$ cat config.mk
export PLATFORM = sky130hd
export DESIGN_NAME = pll_lock_seq_flat
export DESIGN_NICKNAME = d
export VERILOG_FILES = /design/src/rtl/pll_pkg.sv /design/src/rtl/pll_lock_seq_if.sv /design/src/rtl/sat_dwell_cnt.sv /design/src/rtl/pll_lock_seq.sv /design/src/flat_wrapper.sv
export SDC_FILE = /design/constraint.sdc
export NUM_CORES = 1
export LEC_CHECK = 0
export CAP_MARGIN = 20
export CORE_MARGIN = 5
export CORE_UTILIZATION = 55
export DETAILED_ROUTE_END_ITERATION = 10
export PLACE_DENSITY = 0.9
export SLEW_MARGIN = 0
export SYNTH_ARGS = -nofsm -noshare
export SYNTH_HDL_FRONTEND = slang
export SYNTH_SLANG_ARGS = --single-unit
$ cat constraint.sdc
create_clock -name clk -period 10.7 [get_ports clk]
set_clock_uncertainty 0.2 [all_clocks]
set_input_delay 2.675 -clock clk [delete_from_list [all_inputs] [get_ports clk]]
set_output_delay 2.675 -clock clk [all_outputs]
set_load 0.05 [all_outputs]
$ cat src/rtl/pll_pkg.sv
// Shared types and helpers for the PLL lock sequencer.
// State codes, gain encodings and phase magnitude.
package pll_pkg;

  localparam int PW = 17;

  typedef enum logic [2:0] {
    S_IDLE   = 3'd0,
    S_CLEAR  = 3'd1,
    S_ACQ    = 3'd2,
    S_TRACK  = 3'd3,
    S_LOCKED = 3'd4
  } state_t;

  localparam logic [1:0] GAIN_OFF    = 2'd0;
  localparam logic [1:0] GAIN_NARROW = 2'd1;
  localparam logic [1:0] GAIN_WIDE   = 2'd2;

  // |a| in PW-1 bits; -full-scale saturates to all-ones
  function automatic logic [PW-2:0] sat_abs(
    input logic [PW-1:0] a
  );
    logic [PW-1:0] n;
    n = -a;
    if (!a[PW-1])
      return a[PW-2:0];
    else if (a == {1'b1, {(PW-1){1'b0}}})
      return '1;
    else
      return n[PW-2:0];
  endfunction

endpackage

$ cat src/rtl/pll_lock_seq_if.sv
// Conditioned phase stream from the phase detector.
// Master drives angle and strobe, slave consumes.
interface pll_lock_seq_if
  import pll_pkg::*;
#(
  parameter int w = PW
) ();

  logic [w-1:0] ang_in;
  logic         strobe_in;

  modport master (output ang_in, output strobe_in);
  modport slave  (input  ang_in, input  strobe_in);

endinterface

$ cat src/rtl/sat_dwell_cnt.sv
// Saturating up-counter with clear, increment and
// a terminal-count compare against a runtime value.
module sat_dwell_cnt #(
  parameter int cw = 12
) (
  input  logic          clk,
  input  logic          reset,
  input  logic          clr,
  input  logic          inc,
  input  logic [cw-1:0] term,
  output logic          hit
);

  logic [cw-1:0] cnt;

  always_ff @(posedge clk) begin
    if (reset)
      cnt <= '0;
    else if (clr)
      cnt <= '0;
    else if (inc && cnt != '1)
      cnt <= cnt + 1'b1;
  end

  assign hit = (cnt == term);

endmodule

$ cat src/rtl/pll_lock_seq.sv
// PLL acquisition/lock sequencer: clear, acquire,
// track, locked; drives loop gain and lock status.
module pll_lock_seq
  import pll_pkg::*;
#(
  parameter int w            = PW,
  parameter int cw           = 12,
  parameter int clear_len    = 16,
  parameter int acq_dwell    = 256,
  parameter int acq_timeout  = 4000,
  parameter int lock_count   = 1024,
  parameter int unlock_count = 64
) (
  input  logic           clk,
  input  logic           reset,
  input  logic           enable,
  pll_lock_seq_if.slave  ph,
  input  logic [w-2:0]   lock_thresh,
  output logic [1:0]     gain_sel,
  output logic           int_clear,
  output logic           locked,
  output logic           lol_pulse,
  output logic [7:0]     retry_cnt,
  output logic [2:0]     state_out,
  output logic           strobe_out
);

  localparam logic [cw-1:0] T_CLR  = cw'(clear_len - 1);
  localparam logic [cw-1:0] T_DWL  = cw'(acq_dwell - 1);
  localparam logic [cw-1:0] T_TOUT = cw'(acq_timeout - 1);
  localparam logic [cw-1:0] T_LOCK = cw'(lock_count - 1);
  localparam logic [cw-1:0] T_ULK  = cw'(unlock_count - 1);

  state_t        state, nxt;
  logic          clipped, in_win;
  logic [w-2:0]  mag;
  logic [cw-1:0] term;
  logic          c_hit, t_hit;
  logic          c_clr, c_inc, chg;
  logic          t_clr, t_inc;
  logic          retry_inc, lol;

  assign clipped =
    (ph.ang_in == {1'b0, {(w-1){1'b1}}}) ||
    (ph.ang_in == {1'b1, {(w-1){1'b0}}});
  assign mag    = sat_abs(ph.ang_in);
  assign in_win = (mag < lock_thresh);

  always_comb begin
    term = '0;
    unique case (state)
      S_CLEAR:  term = T_CLR;
      S_ACQ:    term = T_DWL;
      S_TRACK:  term = T_LOCK;
      S_LOCKED: term = T_ULK;
      default:  term = '0;
    endcase
  end

  always_comb begin
    nxt       = state;
    c_clr     = 1'b0;
    c_inc     = 1'b0;
    retry_inc = 1'b0;
    lol       = 1'b0;
    if (!enable) begin
      nxt = S_IDLE;
    end else if (ph.strobe_in) begin
      unique case (state)
        S_IDLE: nxt = S_CLEAR;
        S_CLEAR: begin
          if (c_hit) nxt = S_CLEAR == state ? S_ACQ : state;
          else       c_inc = 1'b1;
        end
        // dwell success beats timeout on the same strobe
        S_ACQ: begin
          if (!clipped && c_hit) begin
            nxt = S_TRACK;
          end else if (t_hit) begin
            nxt       = S_CLEAR;
            retry_inc = 1'b1;
          end else if (clipped) begin
            c_clr = 1'b1;
          end else begin
            c_inc = 1'b1;
          end
        end
        S_TRACK: begin
          if (clipped)     nxt   = S_ACQ;
          else if (!in_win) c_clr = 1'b1;
          else if (c_hit)  nxt   = S_LOCKED;
          else             c_inc = 1'b1;
        end
        S_LOCKED: begin
          if (clipped) begin
            nxt = S_ACQ;
            lol = 1'b1;
          end else if (in_win) begin
            c_clr = 1'b1;
          end else if (c_hit) begin
            nxt = S_ACQ;
            lol = 1'b1;
          end else begin
            c_inc = 1'b1;
          end
        end
        default: nxt = S_IDLE;
      endcase
    end
  end

  assign chg   = (nxt != state);
  assign t_clr = chg || (state != S_ACQ);
  assign t_inc = enable && ph.strobe_in &&
                 (state == S_ACQ);

  sat_dwell_cnt #(.cw(cw)) u_dwell (
    .clk   (clk),
    .reset (reset),
    .clr   (c_clr || chg),
    .inc   (c_inc),
    .term  (term),
    .hit   (c_hit)
  );

  sat_dwell_cnt #(.cw(cw)) u_tout (
    .clk   (clk),
    .reset (reset),
    .clr   (t_clr),
    .inc   (t_inc),
    .term  (T_TOUT),
    .hit   (t_hit)
  );

  always_ff @(posedge clk) begin
    if (reset) begin
      state      <= S_IDLE;
      gain_sel   <= GAIN_OFF;
      int_clear  <= 1'b1;
      locked     <= 1'b0;
      lol_pulse  <= 1'b0;
      retry_cnt  <= '0;
      strobe_out <= 1'b0;
    end else begin
      state      <= nxt;
      int_clear  <= (nxt == S_IDLE) ||
                    (nxt == S_CLEAR);
      locked     <= (nxt == S_LOCKED);
      lol_pulse  <= lol;
      strobe_out <= ph.strobe_in;
      if (retry_inc && retry_cnt != 8'hFF)
        retry_cnt <= retry_cnt + 8'd1;
      unique case (nxt)
        S_ACQ:    gain_sel <= GAIN_WIDE;
        S_TRACK,
        S_LOCKED: gain_sel <= GAIN_NARROW;
        default:  gain_sel <= GAIN_OFF;
      endcase
    end
  end

  assign state_out = state;

endmodule

$ cat src/flat_wrapper.sv
// flat-port wrapper written by rule: the top's interface ports become plain ports
module pll_lock_seq_flat import pll_pkg::*;
#(
  parameter int w            = PW,
  parameter int cw           = 12,
  parameter int clear_len    = 16,
  parameter int acq_dwell    = 256,
  parameter int acq_timeout  = 4000,
  parameter int lock_count   = 1024,
  parameter int unlock_count = 64
)
  (clk, reset, enable, lock_thresh, gain_sel, int_clear, locked, lol_pulse, retry_cnt, state_out, strobe_out, ph_ang_in, ph_strobe_in);
  pll_lock_seq_if #(.w(w)) ph_i ();
  input  logic clk;
  input  logic reset;
  input  logic enable;
  input  logic [w-2:0] lock_thresh;
  output logic [1:0] gain_sel;
  output logic int_clear;
  output logic locked;
  output logic lol_pulse;
  output logic [7:0] retry_cnt;
  output logic [2:0] state_out;
  output logic strobe_out;
  input wire logic [$bits(ph_i.ang_in)-1:0] ph_ang_in;
  input wire logic [$bits(ph_i.strobe_in)-1:0] ph_strobe_in;
  assign ph_i.ang_in = ph_ang_in;
  assign ph_i.strobe_in = ph_strobe_in;
  pll_lock_seq #(.w(w), .cw(cw), .clear_len(clear_len), .acq_dwell(acq_dwell), .acq_timeout(acq_timeout), .lock_count(lock_count), .unlock_count(unlock_count)) u_core (.clk(clk), .reset(reset), .enable(enable), .ph(ph_i), .lock_thresh(lock_thresh), .gain_sel(gain_sel), .int_clear(int_clear), .locked(locked), .lol_pulse(lol_pulse), .retry_cnt(retry_cnt), .state_out(state_out), .strobe_out(strobe_out));
endmodule
==> impl_metrics.tcl, run 1 <==
set metrics [dict create \
    outcome "completed" \
    initial_utilization 0.574 \
    syn_area_mm2 0.00320 \
    critPathCaptureType "flip-flop" \
    dr.max_layer_used "met4" \
    synth.distinct_cells 63 \
    place_congestion 1.01 \
    rsz0062_at_grt "false" \
    path_delay_family "compound AO/OA/AOI/OAI gates" \
    tightest_slew_ns 0.986 \
    synth_fp_nets 470 \
    io_buffers 53 \
    first_pass_iters 6 \
    yosysSeqAreaShare 0.256 \
    powerDensity_mw_per_mm2 101 \
    fin_nets 510 \
    hold_path_class "reg2reg" \
    cts-root-buf "clkbuf_8" \
    dr_wl_met3_um 401 \
    cp_slowest_cell "o31ai_4" \
    cp-start-kind "input pin" \
    crit_chain "clkdlybuf4s50_1 -> nor3_1 -> nand3b_1 -> or3_1 -> nor2_1 -> nand4b_1 -> o21ai_0 -> ha_1 -> a21oi_1 -> o21ai_0 -> a221oi_1 -> inv_1 -> o211a_4 -> o31ai_4 -> o31ai_1 -> a21oi_1" \
    holdPathEnd "u_core.u_dwell.cnt[7]$_SDFFE_PP0P_" \
    first_iter_violations 247 \
    cts_tree "done" \
    die_w_um 86.3 \
    path_clk_slew_ns 0.09 \
    synth.most_common_cell "nand2_1" \
    crit_required_ns 10.72 \
    synthArstFlopShare 0 \
    whs_path_depth 2 \
    n_antenna_cell 0 \
    reg2reg_setup_slack_ns 7.18 \
    via_count 3208 \
    die_h_um 86.3 \
    path_max_fanout 24 \
    setup_violations 0 \
    yosys-top-cells-area "dfxtp_1 26%, ha_1 7.8%, xor2_1 6.0%" \
    period_minus_slack_ns 7.63 \
    clkSinkCount 41 \
    overflow 0 \
    cts_hold_buf 0 \
    clock.fmax_mhz 131 \
    synth_edf_count 0 \
    leakagePower_nw 1.45 \
    rows 27 \
    cts_resized 0 \
    grt_pass1_vias 3071 \
    tns_ns 0 \
    core_area_mm2 0.00557 \
    yosys-top-cells-count "47 x nand2_1, 41 x dfxtp_1, 34 x nor2_1" \
    nFillCells 447 \
    pin_count 54 \
    maxSlewViolCount 0 \
    hp-start "u_core.u_dwell.cnt[7]$_SDFFE_PP0P_" \
    antenna_left 0 \
    wl_met1_mm 3.33 \
    vdd.ir_drop.worst_v 0.0000862 \
    timing.final.hold_violations 0 \
    synthCells 413 \
    cap_violations 0 \
    route.detailed.wl_per_inst_um 14.9 \
    synth_area_leader_cell "dfxtp_1" \
    ys_warn_count 0 \
    critPathMaxStageDelay_ns 0.70 \
    insertion_delay_ns 0.30 \
    synth-seq-cells 41 \
    die-area_mm2 0.00745 \
    area.growth.synth_to_final_pct 20.8 \
    grt_pass1_wl_mm 13.4 \
    critical_path_class "in2reg" \
    cts_setup_buffers 0 \
    regArea_um2 821 \
    dr_wl_met2_mm 3.92 \
    cts_inserted_buffers 5 \
    dpl.hpwl_mm 5.89 \
    ys.flop_type "dfxtp_1" \
    critPathBufInv 2 \
    synth_top_area_share 0.256 \
    clk_path_buf_depth 2 \
    h-tree-depth 2 \
    avgViaCountPerCell 6.10 \
    syn_area_per_cell_um2 7.75 \
    drive_gt1_frac 0.0529 \
    grt_max_degree 25 \
    layout_worst_path_cycle_share 0.713 \
    drc 0 \
    critPathArrivalTime_ns 7.65 \
    r2r-end "u_core.u_dwell.cnt[5]$_SDFFE_PP0P_" \
    multi_input_area_mm2 0.00220 \
    wirelength_mm 7.83 \
    r2r.worst_path.cells 8 \
    timing.rr.start "u_core.state_out[0]$_SDFF_PP0_" \
    antenna_found_initial 0 \
    timing.slew.headroom 0.343 \
    p_total_w 0.000392 \
    gr-usage-all-layers 0.212 \
]
[tightest hold or removal path: stages, from the launching register on]
cell and delay, ns:
dfxtp_1 0.35, o31ai_1 0.07, a21oi_1 0.06
[through the flow]
| stage | hold slack (ns) | util | std cells | setup slack (ns) | instance area [um2] |
|---|---|---|---|---|---|
| finish | 0.315 | 0.694 | 526 | 3.07 | 3870 |
| global route | 0.348 | 0.694 | 526 | 2.70 | 3870 |
| global placement | 0.278 | 0.669 | 518 | 3.05 | 3730 |
| CTS | 0.315 | 0.694 | 526 | 3.12 | 3870 |
| detailed placement | 0.303 | 0.669 | 518 | 2.83 | 3730 |
| floorplan | 0.260 | - | 413 | 4.03 | 3200 |
[where the power goes]
part           internal (W)  total (W)  switching, W
Combinational     0.0000358  0.0000833     0.0000475
Clock             0.0000940   0.000152     0.0000583
Sequential         0.000154   0.000156    0.00000242
Total              0.000284   0.000392      0.000108
[how the worst max path moves through the flow]
| stage | startpoint | endpoint | slack [ns] | cells past startpoint |
|---|---|---|---|---|
| final | ph_ang_in[2] | u_core.u_dwell.cnt[5]$_SDFFE_PP0P_ | 3.07 | 16 |
| after floorplan | ph_ang_in[3] | u_core.u_dwell.cnt[10]$_SDFFE_PP0P_ | 4.03 | 17 |
| after global placement | ph_ang_in[0] | u_core.u_dwell.cnt[3]$_SDFFE_PP0P_ | 3.05 | 17 |
| after CTS | ph_ang_in[2] | u_core.u_dwell.cnt[5]$_SDFFE_PP0P_ | 3.12 | 16 |
| after global routing | ph_ang_in[2] | u_core.u_dwell.cnt[5]$_SDFFE_PP0P_ | 2.70 | 16 |
| after detailed placement | ph_ang_in[2] | u_core.u_dwell.cnt[5]$_SDFFE_PP0P_ | 2.83 | 16 |
[routing by layer]
layer | vias to the layer above | track usage
li1 | 1607 | -
met1 | 1460 | 0.255
met2 | 118 | 0.383
met3 | 23 | 0.0380
met4 | 0 | 0.0666
met5 | - | 0
[sequential cells by signal, indices dropped and copies added (netlist names)]
register / count
u_core.u_tout.cnt: 12
u_core.strobe_out: 1
u_core.gain_sel: 2
u_core.lol_pulse: 1
u_core.retry_cnt: 8
u_core.u_dwell.cnt: 12
u_core.locked: 1
u_core.int_clear: 1
u_core.state_out: 3
[cells by family after synthesis]
logic type,share of synthesized area
AND/OR/NAND/NOR,0.305
adder cells (fa/ha/maj),0.0782
flip-flops,0.256
multiplexers,0.00938
buffers and inverters,0.0571
AO/OA/AOI/OAI,0.215
XOR/XNOR,0.0794
[layout by cell type, fill, tap and decap left out, types with 3 or more instances in the layout]
cell / n
dfxtp_1: 41
xnor2_1: 7
mux2i_1: 3
nand4_1: 19
nor3_1: 5
nand3_1: 14
and2_1: 4
nor4_1: 4
clkdlybuf4s50_1: 53
or4_1: 10
o2111ai_1: 3
o21ai_0: 22
ha_1: 20
clkbuf_8: 5
inv_1: 24
or3_1: 6
and3_1: 13
nor2_1: 34
xor2_1: 22
nand2_1: 47
or2_2: 3
a31oi_1: 4
nor2b_1: 4
a21oi_1: 24
o31ai_1: 13
[cell type report]
| cell class | instances | share of cell area |
|---|---|---|
| clock buffers | 5 | 0.0178 |
| multi-input cells | 328 | 0.568 |
| clock inverters | 3 | 0.0178 |
| inverters | 24 | 0.0233 |
| well taps | 72 | 0.0233 |
| flip-flops and latches | 41 | 0.212 |
| repair buffers | 53 | 0.137 |
(Power assumes the default switching activity.)
==> run 2: changes to the inputs <==
--- a/config.mk
+++ b/config.mk
@@ -7,9 +7,9 @@
 export LEC_CHECK = 0
 export CAP_MARGIN = 20
 export CORE_MARGIN = 5
-export CORE_UTILIZATION = 55
+export CORE_UTILIZATION = 49
 export DETAILED_ROUTE_END_ITERATION = 10
-export PLACE_DENSITY = 0.9
+export PLACE_DENSITY = 0.85
 export SLEW_MARGIN = 0
 export SYNTH_ARGS = -nofsm -noshare
 export SYNTH_HDL_FRONTEND = slang
==> constraint.sdc (replaced) <==
create_clock -name clk -period 6.6 [get_ports clk]
set_clock_uncertainty 0.2 [all_clocks]
set_input_delay 1.65 -clock clk [delete_from_list [all_inputs] [get_ports clk]]
set_output_delay 1.65 -clock clk [all_outputs]
set_load 0.05 [all_outputs]
==> impl_metrics.tcl, run 2 (same netlist as run 1, synthesis figures left out) <==
set metrics [dict create \
    core_area_mm2 0.00635 \
    cts_tree "done" \
    setup_violations 0 \
    cp-start-kind "input pin" \
    crit_path_end "u_core.u_dwell.cnt[11]$_SDFFE_PP0P_" \
    grt.busiest_layer "met2" \
    cap_violations 0 \
    cts_hold_buf 0 \
    vdd.ir_drop.worst_v 0.000148 \
    h-tree-depth 2 \
    drc 0 \
    io_buffers 53 \
    grtUsageMet3 0.0450 \
    timing.rr.start "u_core.state_out[1]$_SDFF_PP0_" \
    tightest_slew_ns 1.00 \
    clock.fmax_mhz 163 \
    cts_resized 0 \
    grt_max_degree 25 \
    leakagePower_nw 1.49 \
    cp.depth 19 \
    via_count 3243 \
    critPathMaxStageDelay_ns 0.49 \
    cts-root-buf "clkbuf_8" \
    die-area_mm2 0.00825 \
    rows 29 \
    die_h_um 90.8 \
    grt_use_met1 0.239 \
    critPathBufInv 4 \
    worstSetupStartpoint "ph_ang_in[4]" \
    top_regs "u_core.u_dwell.cnt: 12 flops, u_core.u_tout.cnt: 12 flops, u_core.retry_cnt: 8 flops" \
    powerDensity_mw_per_mm2 163 \
    critical_path_class "in2reg" \
    cts_setup_buffers 0 \
    r2r-end "u_core.gain_sel[0]$_SDFF_PP0_" \
    rsz0062_at_grt "false" \
    cp_slowest_cell "or4_1" \
    antenna_found_initial 0 \
    initial_utilization 0.504 \
    outcome "completed" \
    p_total_w 0.000644 \
    crit_chain "clkdlybuf4s50_1 -> nor3_1 -> nand3_1 -> or3_1 -> or3_1 -> o31ai_1 -> xor2_1 -> nand2_1 -> ha_1 -> a21oi_1 -> o21ai_0 -> a221oi_1 -> buf_4 -> inv_1 -> nor3_1 -> o31ai_4 -> buf_4 -> or4_1 -> a21oi_1" \
    wirelength_mm 8.28 \
    first_pass_iters 5 \
    maxSlewViolCount 0 \
    postLayoutCoreUtil 0.620 \
    place_congestion 0.948 \
    die_w_um 90.8 \
    antenna_left 0 \
    r2r.worst_path.cells 8 \
    critPathCaptureType "flip-flop" \
    critPathArrivalTime_ns 6.20 \
    n_antenna_cell 0 \
    tns_ns 0 \
    hold_path_class "reg2reg" \
    clk_path_buf_depth 2 \
    avgViaCountPerCell 6.01 \
    cts_inserted_buffers 5 \
    area.growth.synth_to_final_pct 23.1 \
    timing.slew.headroom 0.331 \
    path_clk_slew_ns 0.09 \
    dpl.hpwl_mm 6.30 \
    timing.hold.ws_ns 0.316 \
    layout_worst_path_cycle_share 0.932 \
    drive_gt1_frac 0.0713 \
    route.detailed.wl_per_inst_um 15.3 \
    pin_count 54 \
    overflow 0 \
    final_cell_mix "53 x clkdlybuf4s50_1, 47 x nand2_1, 41 x dfxtp_1, 34 x nor2_1" \
    path_delay_family "simple AND/OR/NAND/NOR gates" \
    grt_pass1_wl_mm 13.9 \
    use_met2 0.339 \
    period_minus_slack_ns 6.15 \
    crit_required_ns 6.64 \
    timing.final.hold_violations 0 \
    insertion_delay_ns 0.31 \
    reg2reg_setup_slack_ns 3.08 \
    grt_pass1_vias 3105 \
    clkSinkCount 41 \
    path_max_fanout 24 \
    fin_nets 519 \
    layout_commonest_cell "clkdlybuf4s50_1" \
    first_iter_violations 250 \
    gr-usage-all-layers 0.196 \
]
-- run 2: tightest hold or removal path, stage by stage, from the launching register on --
cell and delay, ns:
dfxtp_1 0.34, o31ai_1 0.08, a21oi_1 0.06
-- run 2: metal layers --
| layer | part of all wire | wire (um) | vias up |
|---|---|---|---|
| met2 | 0.49 | 4090 | 95 |
| met1 | 0.43 | 3550 | 1505 |
| met4 | 0.016 | 134 | 0 |
| li1 | - | - | 1626 |
| met3 | 0.061 | 507 | 17 |
| met5 | 0 | 0 | - |
-- run 2: worst min-delay path by stage --
stage / startpoint / slack [ns] / end / cells after the start
2_1_floorplan: u_core.u_dwell.cnt[9]$_SDFFE_PP0P_ / 0.26 / u_core.u_dwell.cnt[9]$_SDFFE_PP0P_ / 2
3_3_place_gp: u_core.u_dwell.cnt[11]$_SDFFE_PP0P_ / 0.28 / u_core.u_dwell.cnt[11]$_SDFFE_PP0P_ / 2
3_5_place_dp: u_core.u_dwell.cnt[9]$_SDFFE_PP0P_ / 0.30 / u_core.u_dwell.cnt[9]$_SDFFE_PP0P_ / 2
4_1_cts: u_core.u_dwell.cnt[11]$_SDFFE_PP0P_ / 0.31 / u_core.u_dwell.cnt[11]$_SDFFE_PP0P_ / 2
5_1_grt: u_core.u_dwell.cnt[9]$_SDFFE_PP0P_ / 0.33 / u_core.u_dwell.cnt[9]$_SDFFE_PP0P_ / 2
6_report: u_core.u_dwell.cnt[11]$_SDFFE_PP0P_ / 0.32 / u_core.u_dwell.cnt[11]$_SDFFE_PP0P_ / 2
-- run 2: area by class of cell --
type / count / area, um2
Clock buffer: 5 / 68.8
Multi-Input combinational cell: 328 / 2200
Sequential cell: 41 / 821
Tap cell: 77 / 96.3
Timing Repair Buffer: 62 / 598
Inverter: 24 / 90.1
Fill cell: 555 / 2410
Clock inverter: 3 / 68.8
-- run 2: stage by stage --
stage	area (um2)	setup slack, ns	instances
floorplan	3200	0.957	413
global placement	3800	0.293	532
detailed placement	3800	0.166	532
CTS	3940	0.473	540
global route	3940	0.00784	540
finish	3940	0.448	540
-- run 2: power breakdown --
| part | switching, W | internal [W] | total [W] |
|---|---|---|---|
| clock | 0.0000974 | 0.000152 | 0.000250 |
| sequential | 0.00000376 | 0.000249 | 0.000253 |
| combinational | 0.0000801 | 0.0000611 | 0.000141 |
==> run 3: changes to the inputs <==
--- a/config.mk
+++ b/config.mk
@@ -5,11 +5,11 @@
 export SDC_FILE = /design/constraint.sdc
 export NUM_CORES = 1
 export LEC_CHECK = 0
-export CAP_MARGIN = 20
+export CAP_MARGIN = 40
 export CORE_MARGIN = 5
 export CORE_UTILIZATION = 49
 export DETAILED_ROUTE_END_ITERATION = 10
-export PLACE_DENSITY = 0.85
+export PLACE_DENSITY = 0.77
 export SLEW_MARGIN = 0
 export SYNTH_ARGS = -nofsm -noshare
 export SYNTH_HDL_FRONTEND = slang
==> impl_metrics.tcl, run 3 (same netlist as run 1, synthesis figures left out) <==
set metrics [dict create \
    timing.slew.headroom 0.495 \
    powerDensity_mw_per_mm2 162 \
    holdPathEnd "u_core.u_dwell.cnt[9]$_SDFFE_PP0P_" \
    maxSlewViolCount 0 \
    stdcell_count 540 \
    pin_count 54 \
    wirelength_mm 7.81 \
    timing.rr.start "u_core.state_out[1]$_SDFF_PP0_" \
    pre_cts_ws_ns 0.0689 \
    die-area_mm2 0.00825 \
    hp-start "u_core.u_dwell.cnt[9]$_SDFFE_PP0P_" \
    avgViaCountPerCell 5.90 \
    first_pass_iters 5 \
    hold_path_class "reg2reg" \
    cts_inserted_buffers 5 \
    overflow 0 \
    timing.final.hold_violations 0 \
    cts_hold_buf 0 \
    antenna_left 0 \
    wl_met1_mm 3.48 \
    reg2reg_setup_slack_ns 3.15 \
    outcome "completed" \
    dpl.hpwl_mm 5.98 \
    path_max_fanout 24 \
    r2r.worst_path.cells 9 \
    clk_path_buf_depth 2 \
    tightest_slew_ns 0.755 \
    setup_violations 0 \
    dr_wl_met2_mm 3.89 \
    clock.fmax_mhz 160 \
    vdd.ir_drop.worst_v 0.000169 \
    critPathCaptureType "flip-flop" \
    first_iter_violations 149 \
    insertion_delay_ns 0.30 \
    top_regs "u_core.u_dwell.cnt: 12 flops, u_core.u_tout.cnt: 12 flops, u_core.retry_cnt: 8 flops" \
    dr.max_layer_used "met4" \
    initial_utilization 0.504 \
    grt_pass1_wl_mm 13.5 \
    cts_tree "done" \
    critical_path_class "in2reg" \
    cts_setup_buffers 0 \
    route.detailed.wl_per_inst_um 14.5 \
    rows 29 \
    gr-usage-all-layers 0.188 \
    crit_required_ns 6.63 \
    via_count 3188 \
    grt_pass1_vias 3047 \
    area.growth.synth_to_final_pct 23.2 \
    final_cell_mix "53 x clkdlybuf4s50_1, 47 x nand2_1, 41 x dfxtp_1, 34 x nor2_1" \
    cts-root-buf "clkbuf_8" \
    layout_worst_path_cycle_share 0.947 \
    place_congestion 0.946 \
    cap_violations 0 \
    setup_ws_ns 0.347 \
    whs_path_depth 2 \
    dr_wl_met3_um 307 \
    h-tree-depth 2 \
    io_buffers 53 \
    leakagePower_nw 1.49 \
    die_h_um 90.8 \
    critPathArrivalTime_ns 6.28 \
    path_clk_slew_ns 0.09 \
    core_area_mm2 0.00635 \
    grt_max_degree 25 \
    n_antenna_cell 0 \
    fin_nets 519 \
    dp.cells 532 \
    r2r-end "u_core.u_dwell.cnt[7]$_SDFFE_PP0P_" \
    clkSinkCount 41 \
    drc 0 \
    die_w_um 90.8 \
    period_minus_slack_ns 6.25 \
    layout_commonest_cell "clkdlybuf4s50_1" \
    antenna_found_initial 0 \
    drive_gt1_frac 0.0734 \
    cp-start-kind "input pin" \
]
==> run 3: how the worst max path moves through the flow <==
stage / endpoint / slack, ns / from
floorplan: u_core.u_dwell.cnt[10]$_SDFFE_PP0P_ / 0.96 / ph_ang_in[3]
global placement: u_core.u_dwell.cnt[0]$_SDFFE_PP0P_ / 0.26 / ph_ang_in[4]
detailed placement: u_core.u_dwell.cnt[9]$_SDFFE_PP0P_ / 0.07 / ph_ang_in[4]
CTS: u_core.u_dwell.cnt[7]$_SDFFE_PP0P_ / 0.35 / ph_ang_in[4]
global route: u_core.u_dwell.cnt[9]$_SDFFE_PP0P_ / -0.003 / ph_ang_in[4]
finish: u_core.u_dwell.cnt[7]$_SDFFE_PP0P_ / 0.35 / ph_ang_in[4]
==> run 3: layout make-up <==
type                       count  area (um2)
timing repair buffer          62         598
sequential                    41         821
multi-input combinational    328        2200
clock buffer                   5        68.8
clock inverter                 3        68.8
fill                         579        2410
inverter                      24        90.1
tap                           77        96.3
==> run 3: what timing repair did <==
action | in CTS | in global routing
endpoints found under the hold margin | 0 | 0
gates resized for setup | 0 | 2
setup endpoints to repair | 0 | 12
==> run 3: worst max-delay path, cell delays in order <==
cell and delay [ns]:
clkdlybuf4s50_1 0.47, nor3_1 0.25, nand3_1 0.15, or3_1 0.34
or3_1 0.37, or4_1 0.44, o21ai_0 0.18, o21ai_0 0.11
ha_1 0.30, nand4_1 0.13, inv_1 0.05, a221oi_1 0.31
buf_4 0.18, inv_1 0.07, nor3_1 0.32, o31ai_4 0.10
buf_4 0.21, or4_1 0.49, a21oi_1 0.16
==> run 3: routing by layer <==
metal  vias to the layer above  track usage
met1                      1493        0.230
met3                        12       0.0358
li1                       1625            -
met2                        58        0.331
met4                         0       0.0550
met5                         -            0
==> run 3: power by group <==
group / leakage (nW) / total [W] / switching [W] / internal [W]
combinational: 1.09 / 0.000139 / 0.0000774 / 0.0000616
clock: 0.0687 / 0.000247 / 0.0000950 / 0.000152
sequential: 0.331 / 0.000253 / 0.00000368 / 0.000249
==> run 3: per-stage QoR <==
stage          TNS (ns)   util  total power, W  area (um2)  hold slack, ns
2_1_floorplan         0      -        0.000344        3200           0.260
3_3_place_gp          0  0.598        0.000393        3790           0.285
3_5_place_dp          0  0.599        0.000396        3800           0.302
4_1_cts               0  0.620        0.000642        3940           0.317
5_1_grt        -0.00451  0.621        0.000668        3940           0.344
6_report              0  0.621        0.000639        3940           0.311
